$ cat src/rtl/cpu_pkg.sv
// Shared definitions for the 4-bit CPU core and its program store:
// the instruction format, the opcodes, and the load-state encoding.
`default_nettype none

package cpu_pkg;

  localparam int INSTR_W  = 10;
  localparam int OPCODE_W = 6;
  localparam int ARG_W    = 4;

  localparam logic [OPCODE_W-1:0] OP_NOP   = 6'h00;
  localparam logic [OPCODE_W-1:0] OP_LDI   = 6'h01;
  localparam logic [OPCODE_W-1:0] OP_ADD   = 6'h02;
  localparam logic [OPCODE_W-1:0] OP_SUB   = 6'h03;
  localparam logic [OPCODE_W-1:0] OP_AND   = 6'h04;
  localparam logic [OPCODE_W-1:0] OP_OR    = 6'h05;
  localparam logic [OPCODE_W-1:0] OP_XOR   = 6'h06;
  localparam logic [OPCODE_W-1:0] OP_OUT   = 6'h07;
  localparam logic [OPCODE_W-1:0] OP_JMP   = 6'h08;
  localparam logic [OPCODE_W-1:0] OP_JZ    = 6'h09;
  localparam logic [OPCODE_W-1:0] OP_HALT  = 6'h3F;

  // A NOP with a zero argument: what the core sees for any address without a program word.
  localparam logic [INSTR_W-1:0] FILL_DEFAULT = {OP_NOP, {ARG_W{1'b0}}};

  typedef enum logic [1:0] {
    IDLE = 2'd0,
    LOAD = 2'd1,
    RUN  = 2'd2,
    ERR  = 2'd3
  } load_state_t;

endpackage

`default_nettype wire

$ cat src/rtl/prog_ram.sv
// DEPTH x DATA_W program memory: one synchronous write port, one asynchronous read port.
`default_nettype none

module prog_ram #(
  parameter int ADDR_W = 4,
  parameter int DATA_W = 10,
  parameter int DEPTH  = 16
) (
  input  logic              clock,
  input  logic              wr_en,
  input  logic [ADDR_W-1:0] wr_addr,
  input  logic [DATA_W-1:0] wr_data,
  input  logic [ADDR_W-1:0] rd_addr,
  output logic [DATA_W-1:0] rd_data
);

  // No reset: stale contents are masked by the program length upstream.
  logic [DATA_W-1:0] mem [DEPTH];

  always_ff @(posedge clock) begin
    if (wr_en) begin
      mem[wr_addr] <= wr_data;
    end
  end

  assign rd_data = mem[rd_addr];

endmodule

`default_nettype wire

$ cat src/rtl/program_store_fetch.sv
// Instruction store ahead of the 4-bit core: loads a program over valid/ready,
// releases the core with cpu_run, and serves its combinational fetch.
`default_nettype none

module program_store_fetch
  import cpu_pkg::*;
#(
  parameter int                 ADDR_W     = 4,
  parameter int                 INSTR_W    = cpu_pkg::INSTR_W,
  parameter int                 DEPTH      = 2**ADDR_W,
  parameter logic [INSTR_W-1:0] FILL_INSTR = FILL_DEFAULT
) (
  input  logic               clock,
  input  logic               reset_n,
  input  logic               load_valid,
  output logic               load_ready,
  input  logic [INSTR_W-1:0] load_data,
  input  logic               load_last,
  input  logic               reload,
  input  logic [ADDR_W-1:0]  pc,
  output logic [INSTR_W-1:0] statement,
  output logic               cpu_run,
  output logic [ADDR_W:0]    prog_len,
  output logic               load_err
);

  load_state_t       state, state_d;
  logic [ADDR_W-1:0] wr_ptr, wr_ptr_d;
  logic [ADDR_W:0]   prog_len_d;
  logic              cpu_run_d;
  logic              load_err_d;
  logic              xfer;
  logic              wr_en;
  logic [INSTR_W-1:0] rd_data;

  assign load_ready = reset_n && ((state == IDLE) || (state == LOAD));
  assign xfer       = load_valid && load_ready;

  always_ff @(posedge clock or negedge reset_n) begin
    if (!reset_n) begin
      state    <= IDLE;
      wr_ptr   <= '0;
      prog_len <= '0;
      cpu_run  <= 1'b0;
      load_err <= 1'b0;
    end else begin
      state    <= state_d;
      wr_ptr   <= wr_ptr_d;
      prog_len <= prog_len_d;
      cpu_run  <= cpu_run_d;
      load_err <= load_err_d;
    end
  end

  always_comb begin
    state_d    = state;
    wr_ptr_d   = wr_ptr;
    prog_len_d = prog_len;
    cpu_run_d  = cpu_run;
    load_err_d = load_err;
    wr_en      = 1'b0;

    // reload outranks a simultaneous handshake: the word is accepted but dropped.
    // In IDLE everything is already clear, so this is harmless there.
    if (reload) begin
      state_d    = IDLE;
      wr_ptr_d   = '0;
      prog_len_d = '0;
      cpu_run_d  = 1'b0;
      load_err_d = 1'b0;
    end else if (xfer) begin
      wr_en    = 1'b1;
      wr_ptr_d = wr_ptr + 1'b1;
      if (load_last) begin
        state_d    = RUN;
        prog_len_d = {1'b0, wr_ptr} + (ADDR_W+1)'(1);
        cpu_run_d  = 1'b1;
      end else if (wr_ptr == {ADDR_W{1'b1}}) begin
        state_d    = ERR;
        wr_ptr_d   = wr_ptr;
        load_err_d = 1'b1;
      end else begin
        state_d = LOAD;
      end
    end
  end

  prog_ram #(
    .ADDR_W (ADDR_W),
    .DATA_W (INSTR_W),
    .DEPTH  (DEPTH)
  ) u_prog_ram (
    .clock   (clock),
    .wr_en   (wr_en),
    .wr_addr (wr_ptr),
    .wr_data (load_data),
    .rd_addr (pc),
    .rd_data (rd_data)
  );

  assign statement = ((state == RUN) && ({1'b0, pc} < prog_len)) ? rd_data : FILL_INSTR;

endmodule

`default_nettype wire
$ cat config.mk
export PLATFORM = sky130hd
export DESIGN_NAME = program_store_fetch
export DESIGN_NICKNAME = d
export VERILOG_FILES = /design/src/rtl/cpu_pkg.sv /design/src/rtl/prog_ram.sv /design/src/rtl/program_store_fetch.sv
export SDC_FILE = /design/constraint.sdc
export NUM_CORES = 1
export LEC_CHECK = 0
export ABC_AREA = 1
export BUFFER_PORTS_ARGS = -buffer_cell sky130_fd_sc_hd__buf_4
export CORE_MARGIN = 2
export CORE_UTILIZATION = 61
export DETAILED_ROUTE_END_ITERATION = 12
export GPL_TIMING_DRIVEN = 0
export PLACE_DENSITY_LB_ADDON = 0.12
export SYNTH_ARGS = -nofsm -noshare
export SYNTH_HDL_FRONTEND = slang
export SYNTH_SLANG_ARGS = --single-unit
$ cat constraint.sdc
create_clock -name clock -period 2.2 [get_ports clock]
set_input_delay 0.44 -clock clock [delete_from_list [all_inputs] [get_ports clock]]
set_output_delay 0.44 -clock clock [all_outputs]
set_load 0.05 [all_outputs]
Yosys cells after proc, flatten, opt, wreduce, memory -nomap -nowiden
Memories as Yosys holds them, arrays and structs flattened. Index checks and enable logic that the tools add are counted.

Output and inout port bits: 18. Flip-flop bits (word level): 13. Word-level logic and storage cells: 48. Bits in latches: 0. Bits in read-only memories: 0. Input bits: 19. Memories kept: 1. Memory bits (writable): 160.

Div/mod/pow operators: 0. Shifts and indexed selects: 0. Multipliers: 0. Bitwise gates (word level): 0. Magnitude comparators: 1. Mux-type cells: 23. Add/sub/neg operators: 2. Reductions and logical operators: 11. Equal/unequal tests: 5.

Memories: u_prog_ram.mem (depth 16, width 10, rd ports 1, clocked after memory_dff 0, wr ports 1, line prog_ram.sv:18) `logic [DATA_W-1:0] mem [DEPTH];`.

Operator list (number): two-way mux 4 bit (4); two-way mux 5 bit (3); two-way mux 1 bit (11); two-way mux 10 bit (1); two-way mux 2 bit (4); nonzero test 2 bit (3); adder 4 x 1 -> 5 bit (second input constant) (1); < comparator 4 x 5 -> 1 bit (1); adder 4 x 1 -> 4 bit (second input constant) (1); equality test 4 bit (second input constant) (1); AND reduction 2 bit (2); logical AND 1 bit (3); != test 3 bit (second input constant) (1); AND reduction 3 bit (1); equality test 2 x 1 -> 1 bit (second input constant) (1); equality test 2 bit (second input constant) (1); zero test 2 bit (1); != test 2 x 1 -> 1 bit (second input constant) (1); logical OR 1 bit (1).

Logic depth before layout (Yosys ltp)
Depth in word-level cells: 8. Depth in mapped cells: 10. Gate-level depth less buffers: 8.

Modules after synthesis
Synthesis repeated with hierarchy kept, for this count alone.

Cells, all modules: 786. Area, all modules: 7770.0 µm².

By module, submodules not included: prog_ram (sequential area each 4804.6 µm², area each 6971.7 µm², cells an instance 672, times used 1); program_store_fetch (sequential area each 325.3 µm², area each 798.3 µm², cells an instance 114, times used 1).

Worst setup path before layout
No wires, ideal clock.

Kind: reg2out. Start point: reg prog_len[2]. End point: out statement[0]. Buffers on the path: 0. Arrival: 2.179 ns. Required time: 1.760 ns. Setup slack: -0.419 ns. Cell stages (with the launch flop): 8. Path through: dfrtp_1 -> inv_1 -> ha_1 -> a21oi_1 -> o21ai_0 -> nor2_4 -> nand2_1 -> nor2_1.

Cells in the longest elaborated chain, start to end: 3.

RTL lines: start: declaration (line program_store_fetch.sv:23) `output logic [ADDR_W:0] prog_len,`; start signal: assignment (line program_store_fetch.sv:49) `prog_len <= prog_len_d;`; < comparator 4 x 5 -> 1 bit (line program_store_fetch.sv:101) `assign statement = ((state == RUN) && ({1'b0, pc} < prog_len)) ? rd_data : FILL_INSTR;`; logical AND 1 bit (line program_store_fetch.sv:101); two-way mux 10 bit (line program_store_fetch.sv:101); end: declaration (line program_store_fetch.sv:21) `output logic [INSTR_W-1:0] statement,`.

No other way between the ends.

Worst setup path in the final report
Start point: reg prog_len[2]. End point: out statement[8].

Same word-level chain as after synthesis.

==> flow_summary.json <==
{
  "status": "complete, but fails checks",
  "violations": "DRC, setup timing",
  "multiInputGateArea_um2": 2030,
  "m1WireLength_um": 6820,
  "p_total_uw": 7050,
  "htree_levels": 4,
  "p_per_area_nw_per_um2": 817,
  "post-route-drc-count": 1,
  "syn_nets": 665,
  "first_pass_iters": 9,
  "wl_met2_um": 9010,
  "dpl_cell_area_um2": 7790,
  "fin_crit_ps": 2480,
  "slew_headroom_pct": 54.2,
  "rrSetupSlack_ps": 170,
  "p_leak_uw": 0.00326,
  "pwr-share-clk_pct": 39.3,
  "n_fill_cell": 776,
  "start_util_pct": 63.1,
  "core_um2": 11500,
  "worst_pin_slew_ps": 686,
  "clock-sinks": 173,
  "ys_warn_count": 0,
  "postRouteAntennaNets": 0,
  "wl_met3_um": 1210,
  "fin_crit_sh_pct": 113,
  "final-seq-area_um2": 5130,
  "path_class": "reg2out",
  "overflow": 0,
  "wl_per_cell_um": 20.7,
  "layout.cells.most_common": "nand2_1",
  "power_frac_comb_pct": 9.1,
  "dpl.hpwl_um": 11500,
  "clock_skew_ps": 4.86,
  "synth_cell_types": 26,
  "area_growth_pct": 18.7,
  "drive_gt1_share_pct": 20.6,
  "startpoint_type": "register",
  "swShare_pct": 22.8,
  "netlist_area_um2": 7270,
  "io_buffer_count": 35,
  "root_buffer": "clkbuf_16",
  "antenna_found_initial": 0,
  "nets": 726,
  "layout_common_cells": "nand2_1, edfxtp_1, nand3_1",
  "fmax_mhz": 403,
  "highest_layer": "met4",
  "avgViaCountPerCell": 5.86,
  "synth-edff-count": 160,
  "synth_flop_cell": "edfxtp_1",
  "vdd_ir_drop_max_mv": 0.563,
  "syn_area_per_cell_um2": 11.4,
  "endpoint_kind": "output pin",
  "grt_max_degree": 17,
  "grt_pass1_vias": 4867,
  "die-width_um": 113,
  "grt_first_pass_wirelength_um": 26600,
  "route.vias.total": 5013,
  "pwr-share-seq_pct": 51.6,
  "rsz0062_at_grt": "yes",
  "synthArstFlopShare_pct": 7.51,
  "worstPathRequired_ps": 1760,
  "crit_fanout": 5,
  "holdCritPathClass": "in2reg",
  "antennaDiodeCount": 0,
  "drt_iter0_drc": 428,
  "cts_buffer_depth": 2,
  "cts_buffers": 17,
  "p_int_uw": 5440,
  "row_count": 39,
  "maxCapViolations": 0,
  "finalSetupTns_ps": -2530,
  "clkTransAtPathRegs_ps": 60,
  "maxSlewViolCount": 0,
  "finalWorstSetupSlack_ps": -283,
  "finalHoldViolCount": 0,
  "die_h_um": 113,
  "setup-violations-final": 10,
  "p_sw_uw": 1610,
  "crit_arrival_ps": 2040,
  "synth-seq-cells": 173,
  "die_area_um2": 12800,
  "design_area_um2": 8630,
  "ios": 37,
  "place.gp.congestion": 0.875,
  "insertion_delay_ps": 430,
  "tritoncts": "done",
  "ys_seq_area_share_pct": 70.6,
  "track_usage_pct": 28.9,
  "drt-total-wl_um": 17700,
  "synthCells": 639
}
[power by group through the flow]
stage	clock [uW]	combinational (uW)	sequential [uW]
6_report	2770	640	3640
4_1_cts	2780	617	3640
5_1_grt	2900	690	3640
3_3_place_gp	0	548	3710
2_1_floorplan	0	328	3730
3_5_place_dp	0	565	3710
[routing by layer]
layer	vias to the layer above	global-route usage (%)
li1	2335	-
met1	2412	36.2
met2	209	49.0
met3	57	5.14
met4	0	14.0
met5	-	0
[what timing repair did]
action / 4_1_cts / 5_1_grt
cloned: 1 / 0
pin swaps: 6 / 11
buffers inserted: 3 / 2
endpoints found under the hold margin: 13 / 0
gates resized for setup: 38 / 18
endpoints found under the setup margin: 100 / 50
hold buffers: 1 / 0
[final timing paths]
path                       cells after the start         from                   end
setup / recovery                               9  prog_len[2]          statement[8]
hold / removal                                 4    load_last              load_err
setup reg to reg                               5     state[1]  u_prog_ram.mem[9][2]
hold reg to reg                                2      cpu_run               cpu_run
max in group asynchronous                      2      reset_n           prog_len[3]
min in group asynchronous                      2      reset_n             wr_ptr[1]
[state kept, by name, summed over array words and instances, names as in the netlist]
signal	flops
cpu_run	1
state	2
u_prog_ram.mem	160
wr_ptr	4
prog_len	5
load_err	1
[cell type report]
type | instances | share of cell area (%)
Inverter | 34 | 1.54
Clock buffer | 26 | 6.02
Buffer | 31 | 2.29
Tap cell | 143 | 2.07
Clock inverter | 6 | 0.377
Timing Repair Buffer | 42 | 4.73
Sequential cell | 173 | 59.5
Multi-Input combinational cell | 401 | 23.5
[metrics by stage]
step	hold slack [ps]	instances	worst slack [ps]	utilization, %
finish	287	856	-283	74.9
global route	304	856	-338	74.9
CTS	272	854	-325	74.1
detailed placement	300	817	-391	67.7
global placement	292	817	-309	67.7
floorplan	144	639	-72.4	-
[worst max-delay path: stages (launching register included)]
cell,delay (ps)
dfrtp_2,400
inv_2,80
ha_4,210
a21oi_4,120
o21ai_2,80
nor2_4,180
clkbuf_16,200
nand2_4,50
nor2_4,130
buf_8,160
[Yosys cell counts (3+ instances only)]
master | count | area share [%]
buf_6 | 4 | 0.62
inv_1 | 32 | 1.7
nor2_1 | 26 | 1.3
a21oi_1 | 22 | 1.5
buf_4 | 9 | 0.93
buf_2 | 14 | 0.96
dfrtp_1 | 13 | 4.5
ha_1 | 7 | 1.2
o21ai_1 | 3 | 0.21
a31oi_1 | 9 | 0.77
clkbuf_1 | 3 | 0.15
edfxtp_1 | 160 | 66
nand3_1 | 106 | 7.3
nand2_1 | 208 | 11
o21ai_0 | 9 | 0.62
[logic make-up after synthesis]
group                    after synthesis  synth area share [%]
adder cells (fa/ha/maj)                7                  1.20
flip-flops                           173                  70.6
AO/OA/AOI/OAI                         46                  3.44
AND/OR/NAND/NOR                      347                  20.1
buffers and inverters                 65                  4.54
XOR/XNOR                               1                 0.121
Power figures use the tool's default switching activity.
